[config.mk]
export PLATFORM = sky130hd
export DESIGN_NAME = msrv32_imm_ctrl
export DESIGN_NICKNAME = d
export VERILOG_FILES = /design/src/rtl/msrv32_imm_ctrl.sv
export SDC_FILE = /design/constraint.sdc
export NUM_CORES = 1
export LEC_CHECK = 0
export ABC_CLOCK_PERIOD_IN_PS = 3300
export BUFFER_PORTS_ARGS = -buffer_cell sky130_fd_sc_hd__buf_4
export CORE_MARGIN = 2
export CORE_UTILIZATION = 40
export DETAILED_ROUTE_END_ITERATION = 8
export PLACE_DENSITY = 0.75
export SYNTH_ARGS = -nofsm -noshare
export SYNTH_HDL_FRONTEND = slang
export SYNTH_SLANG_ARGS = --single-unit
[constraint.sdc]
create_clock -name clk_in -period 3.3 [get_ports clk_in]
set_clock_uncertainty 0.2 [all_clocks]
set_input_delay 0.165 -clock clk_in [delete_from_list [all_inputs] [get_ports clk_in]]
set_output_delay 0.165 -clock clk_in [all_outputs]
set_load 0.005 [all_outputs]
[src/rtl/msrv32_imm_ctrl.sv]
// Decode-stage sequencer for the msrv32 immediate generator: classifies opcodes and holds them on a valid/ready pipe.
// Define MSRV32_IMM_CTRL_SKID_EN to add a one-entry skid buffer and a registered instr_ready_out.
//   state | meaning
//   EMPTY | nothing held
//   BUSY  | output register valid
//   FULL  | output register and skid both valid (skid build only)
module msrv32_imm_ctrl (
  input  logic        clk_in,
  input  logic        rst_n_in,
  input  logic [31:0] instr_in,
  input  logic        instr_valid_in,
  output logic        instr_ready_out,
  input  logic        flush_in,
  output logic [24:0] instr_out,
  output logic [2:0]  imm_type_out,
  output logic        illegal_out,
  output logic        valid_out,
  input  logic        ready_in
);

  typedef enum logic [1:0] {
    S_EMPTY = 2'd0,
    S_BUSY  = 2'd1,
    S_FULL  = 2'd2
  } state_t;

  state_t      state_q, state_d;
  logic [24:0] instr_q, instr_d;
  logic [2:0]  type_q, type_d;
  logic        ill_q, ill_d;
  logic [2:0]  cls_type;
  logic        cls_ill;
  logic        accept, drain;

  always_comb begin
    cls_type = 3'b111;
    cls_ill  = 1'b0;
    unique case (instr_in[6:2])
      5'b01100:                               cls_type = 3'b000;
      5'b00000, 5'b00011, 5'b00100, 5'b11001: cls_type = 3'b001;
      5'b01000:                               cls_type = 3'b010;
      5'b11000:                               cls_type = 3'b011;
      5'b01101, 5'b00101:                     cls_type = 3'b100;
      5'b11011:                               cls_type = 3'b101;
      5'b11100:                               cls_type = instr_in[14] ? 3'b110 : 3'b001;
      default:                                cls_ill  = 1'b1;
    endcase
    if (instr_in[1:0] != 2'b11) cls_ill = 1'b1;
    if (cls_ill) cls_type = 3'b111;
  end

  assign valid_out    = (state_q != S_EMPTY);
  assign instr_out    = instr_q;
  assign imm_type_out = type_q;
  assign illegal_out  = ill_q;
  assign accept       = instr_valid_in && instr_ready_out;
  assign drain        = valid_out && ready_in;

`ifdef MSRV32_IMM_CTRL_SKID_EN
  logic [24:0] skid_instr_q, skid_instr_d;
  logic [2:0]  skid_type_q, skid_type_d;
  logic        skid_ill_q, skid_ill_d;
  logic        rdy_q;

  assign instr_ready_out = rdy_q;

  always_comb begin
    state_d      = state_q;
    instr_d      = instr_q;
    type_d       = type_q;
    ill_d        = ill_q;
    skid_instr_d = skid_instr_q;
    skid_type_d  = skid_type_q;
    skid_ill_d   = skid_ill_q;
    if (flush_in) begin
      state_d = S_EMPTY;
    end else begin
      case (state_q)
        S_EMPTY: if (accept) begin
          state_d = S_BUSY;
          instr_d = instr_in[31:7];
          type_d  = cls_type;
          ill_d   = cls_ill;
        end
        S_BUSY: if (accept && !drain) begin
          state_d      = S_FULL;
          skid_instr_d = instr_in[31:7];
          skid_type_d  = cls_type;
          skid_ill_d   = cls_ill;
        end else if (accept) begin
          instr_d = instr_in[31:7];
          type_d  = cls_type;
          ill_d   = cls_ill;
        end else if (drain) begin
          state_d = S_EMPTY;
        end
        S_FULL: if (drain) begin
          state_d = S_BUSY;
          instr_d = skid_instr_q;
          type_d  = skid_type_q;
          ill_d   = skid_ill_q;
        end
        default: state_d = S_EMPTY;
      endcase
    end
  end

  always_ff @(posedge clk_in or negedge rst_n_in) begin
    if (!rst_n_in) begin
      rdy_q        <= 1'b1;
      skid_instr_q <= '0;
      skid_type_q  <= '0;
      skid_ill_q   <= 1'b0;
    end else begin
      rdy_q        <= (state_d != S_FULL);
      skid_instr_q <= skid_instr_d;
      skid_type_q  <= skid_type_d;
      skid_ill_q   <= skid_ill_d;
    end
  end
`else
  assign instr_ready_out = !valid_out || ready_in;

  // Without a skid, an accept in BUSY always coincides with a drain.
  always_comb begin
    state_d = state_q;
    instr_d = instr_q;
    type_d  = type_q;
    ill_d   = ill_q;
    if (flush_in) begin
      state_d = S_EMPTY;
    end else if (accept) begin
      state_d = S_BUSY;
      instr_d = instr_in[31:7];
      type_d  = cls_type;
      ill_d   = cls_ill;
    end else if (drain) begin
      state_d = S_EMPTY;
    end
  end
`endif

  always_ff @(posedge clk_in or negedge rst_n_in) begin
    if (!rst_n_in) begin
      state_q <= S_EMPTY;
      instr_q <= '0;
      type_q  <= '0;
      ill_q   <= 1'b0;
    end else begin
      state_q <= state_d;
      instr_q <= instr_d;
      type_q  <= type_d;
      ill_q   <= ill_d;
    end
  end

endmodule

==> impl_metrics.yaml <==
status:
  outcome: "finished clean"
power_and_ir_drop:
  ir_drop_uv: 290
  power.leakage_nw: 0.994
  p_per_area_mw_per_mm2: 411
final_layout:
  syn2layout_area_growth_pct: 70.2
  antenna_cells: 0
  layout-drive-gt1-share_pct: 52.8
  nets: 234
  final_core_utilization_pct: 71.5
  design_area_mm2: 0.00218
flow_run:
  drv_cap: 0
global_route:
  grt_pass1_wl_mm: 5.16
  grt_max_degree: 34
  antenna_found_initial: 0
  grtUsageTotal_pct: 19.5
  grt_pass1_vias: 1215
  overflow: 0
synth:
  synth_warnings: 0
  yosysMostFrequentCell: "dfrtp_1"
  synth_fa_ha_area_share_pct: 0
  async_flop_share_pct: 100
  synthMuxAreaShare_pct: 22.0
  synth_top_family_by_area: "multiplexers"
  synth.distinct_cells: 26
  syn_avg_cell_area_um2: 13.6
  yosysSeqAreaShare_pct: 58.5
  yosys-top-cells-area: "dfrtp_1 (59%), mux2_2 (22%), nor2_1 (1.8%)"
  yosys.area.top_type: "dfrtp_1"
  yosys.area_share.xor_xnor_pct: 0
  ys_ff_latch: 30
  syn_inst: 94
  syn_area_mm2: 0.00128
  synth_edf_count: 0
  synth_compound_area_share_pct: 7.90
  yosys.area_share.simple_pct: 8.98
  synth_top_area_share_pct: 58.5
  synth_nets: 131
  synthTopCellsByCount: "dfrtp_1 (30), mux2_2 (25), nor2_1 (6)"
  synth_ff_type: "dfrtp_1"
clock_tree:
  clockBufferDepth: 2
  cts_htree_levels: 2
  cts_tree: "built"
  cts_made_buffers: 5
  hold_buffers: 31
  insertion_delay_ns: 0.32
  cts_root_buffer: "clkbuf_4"
  postCtsSetupBuffers: 0
  clk_pin_slew_worst_paths_ns: 0.08
  post_cts_resize_count: 0
  numClockSinks: 30
placement:
  gp_congestion: 0.738
  preCtsSetupSlack_ns: 1.52
  dpl_cell_area_mm2: 0.00183
  io_buffers: 67
  hpwlAfterDp_mm: 2.14
timing:
  finalHoldViolCount: 0
  maxSlewViolCount: 0
  fin_crit_ns: 2.22
  timing.fmax_ghz: 0.451
  finalCritPeriodShare_pct: 67.2
  setup-tns-final_ns: 0
  rsz0062_at_grt: "false"
  worst_pin_slew_ns: 0.411
  slew_headroom_pct: 72.3
  holdWs_ns: 0.0364
  setup_violations: 0
  worst_slack_ns: 1.08
floorplan:
  die_area_mm2: 0.00368
  io_pins: 68
  die_x_um: 60.6
  start_util_pct: 42.0
  rows: 20
  core_region_area_mm2: 0.00305
  die_h_um: 60.6
drt:
  dr.max_layer_used: "met4"
  final_antenna_net_count: 0
  wl_met2_mm: 1.84
  num_vias: 1150
  viasPerCell: 4.77
  wl_mm: 3.29
  drcViolationCount: 0
  drt_iter0_markers: 41
  wl_met3_um: 190
  wl_met1_mm: 1.18
  drt_first_pass_iters: 4
  wl_per_cell_um: 13.7
critical_path:
  critPathArrivalTime_ns: 2.23
  cpMostUsedCell: "dlygate4sd3_1"
  cp_max_fo: 6
  r2r-start: "state_q[0]"
  endpoint_kind: "flop"
  crit_start: "instr_in[3]"
  worst_ep_required_time_ns: 3.31
  crit_type: "in -> reg"
  path_delay_family: "buffers and inverters"
  path_cells: "dlygate4sd3_1 > buf_4 > or3b_1 > a21o_2 > o21ai_0 > a41oi_1 > dlygate4sd3_1"
  cp_slowest_stage_delay_ns: 0.58
  worst-path-buf-inv: 3
  crit_slowest_cell: "dlygate4sd3_1"
  start_kind: "input port"
worst_hold_path:
  hp-start: "instr_in[2]"
  hold_path.class: "in -> reg"
==> power by group <==
| part | switching, mW | internal, mW |
|---|---|---|
| sequential | 0.0322 | 0.423 |
| combinational | 0.0816 | 0.170 |
| clock | 0.110 | 0.0800 |
==> sequential cells by signal, indices dropped and copies added, names as in the netlist <==
name / count
illegal_out: 1
imm_type_out: 3
instr_out: 25
state_q: 1
==> cell usage in the layout, fill, tap and decap left out <==
cell type	count
nor2b_1	1
nand2_1	3
buf_4	68
nor3b_4	1
nor2_1	6
dlygate4sd3_1	31
o21ai_0	2
nand2b_1	2
or3b_1	1
inv_1	2
dfrtp_1	30
a21bo_2	1
a211o_2	1
a21o_2	1
nor4bb_1	1
a21oi_1	3
a31oi_1	2
mux2_2	25
clkbuf_1	2
or2b_1	1
o22a_2	1
nand3_1	1
nor3_1	2
a41oi_1	1
clkbuf_4	5
o31ai_1	1
and2b_2	1
a211o_1	1
==> kinds of logic (layout without fill, tap and decap cells) <==
kind of cell / Yosys count / in the layout
DFF: 30 / 30
muxes: 25 / 25
and+or+nand+nor: 20 / 20
AOI/OAI and AO/OA: 14 / 14
buffers and inverters: 5 / 108
==> metrics by stage <==
step / std cells / total power, mW
2_1_floorplan: 94 / 0.536
3_3_place_gp: 203 / 0.675
3_5_place_dp: 203 / 0.684
4_1_cts: 241 / 0.907
5_1_grt: 241 / 0.954
6_report: 241 / 0.897
==> worst paths after layout <==
kind | end | slack (ns) | cells after the start
hold reg to reg | instr_out[10] | 0.32 | 1
hold / removal | imm_type_out[0] | 0.04 | 4
max in group asynchronous | instr_out[9] | 2.54 | 2
setup reg to reg | imm_type_out[1] | 1.14 | 6
min in group asynchronous | instr_out[15] | 0.09 | 2
setup / recovery | imm_type_out[1] | 1.08 | 7
==> cell type report <==
type | instances | area, um^2
Clock buffer | 7 | 45.0
Fill cell | 227 | 870
Timing Repair Buffer | 99 | 821
Inverter | 2 | 7.51
Sequential cell | 30 | 751
Multi-Input combinational cell | 59 | 504
Tap cell | 44 | 55.1
==> worst min-delay path: cells and delay by family <==
family / cells / cell delay (ns)
and+or+nand+nor: 1 / 0.05
AOI/OAI and AO/OA: 2 / 0.20
buffers and inverters: 1 / 0.11
==> metal layers <==
metal  vias to the layer above  GRT usage, %
met1                       555          19.6
li1                        542             -
met5                         -             0
met3                        11          6.61
met4                         0          9.94
met2                        42          35.6
Power figures use the tool's default switching activity.
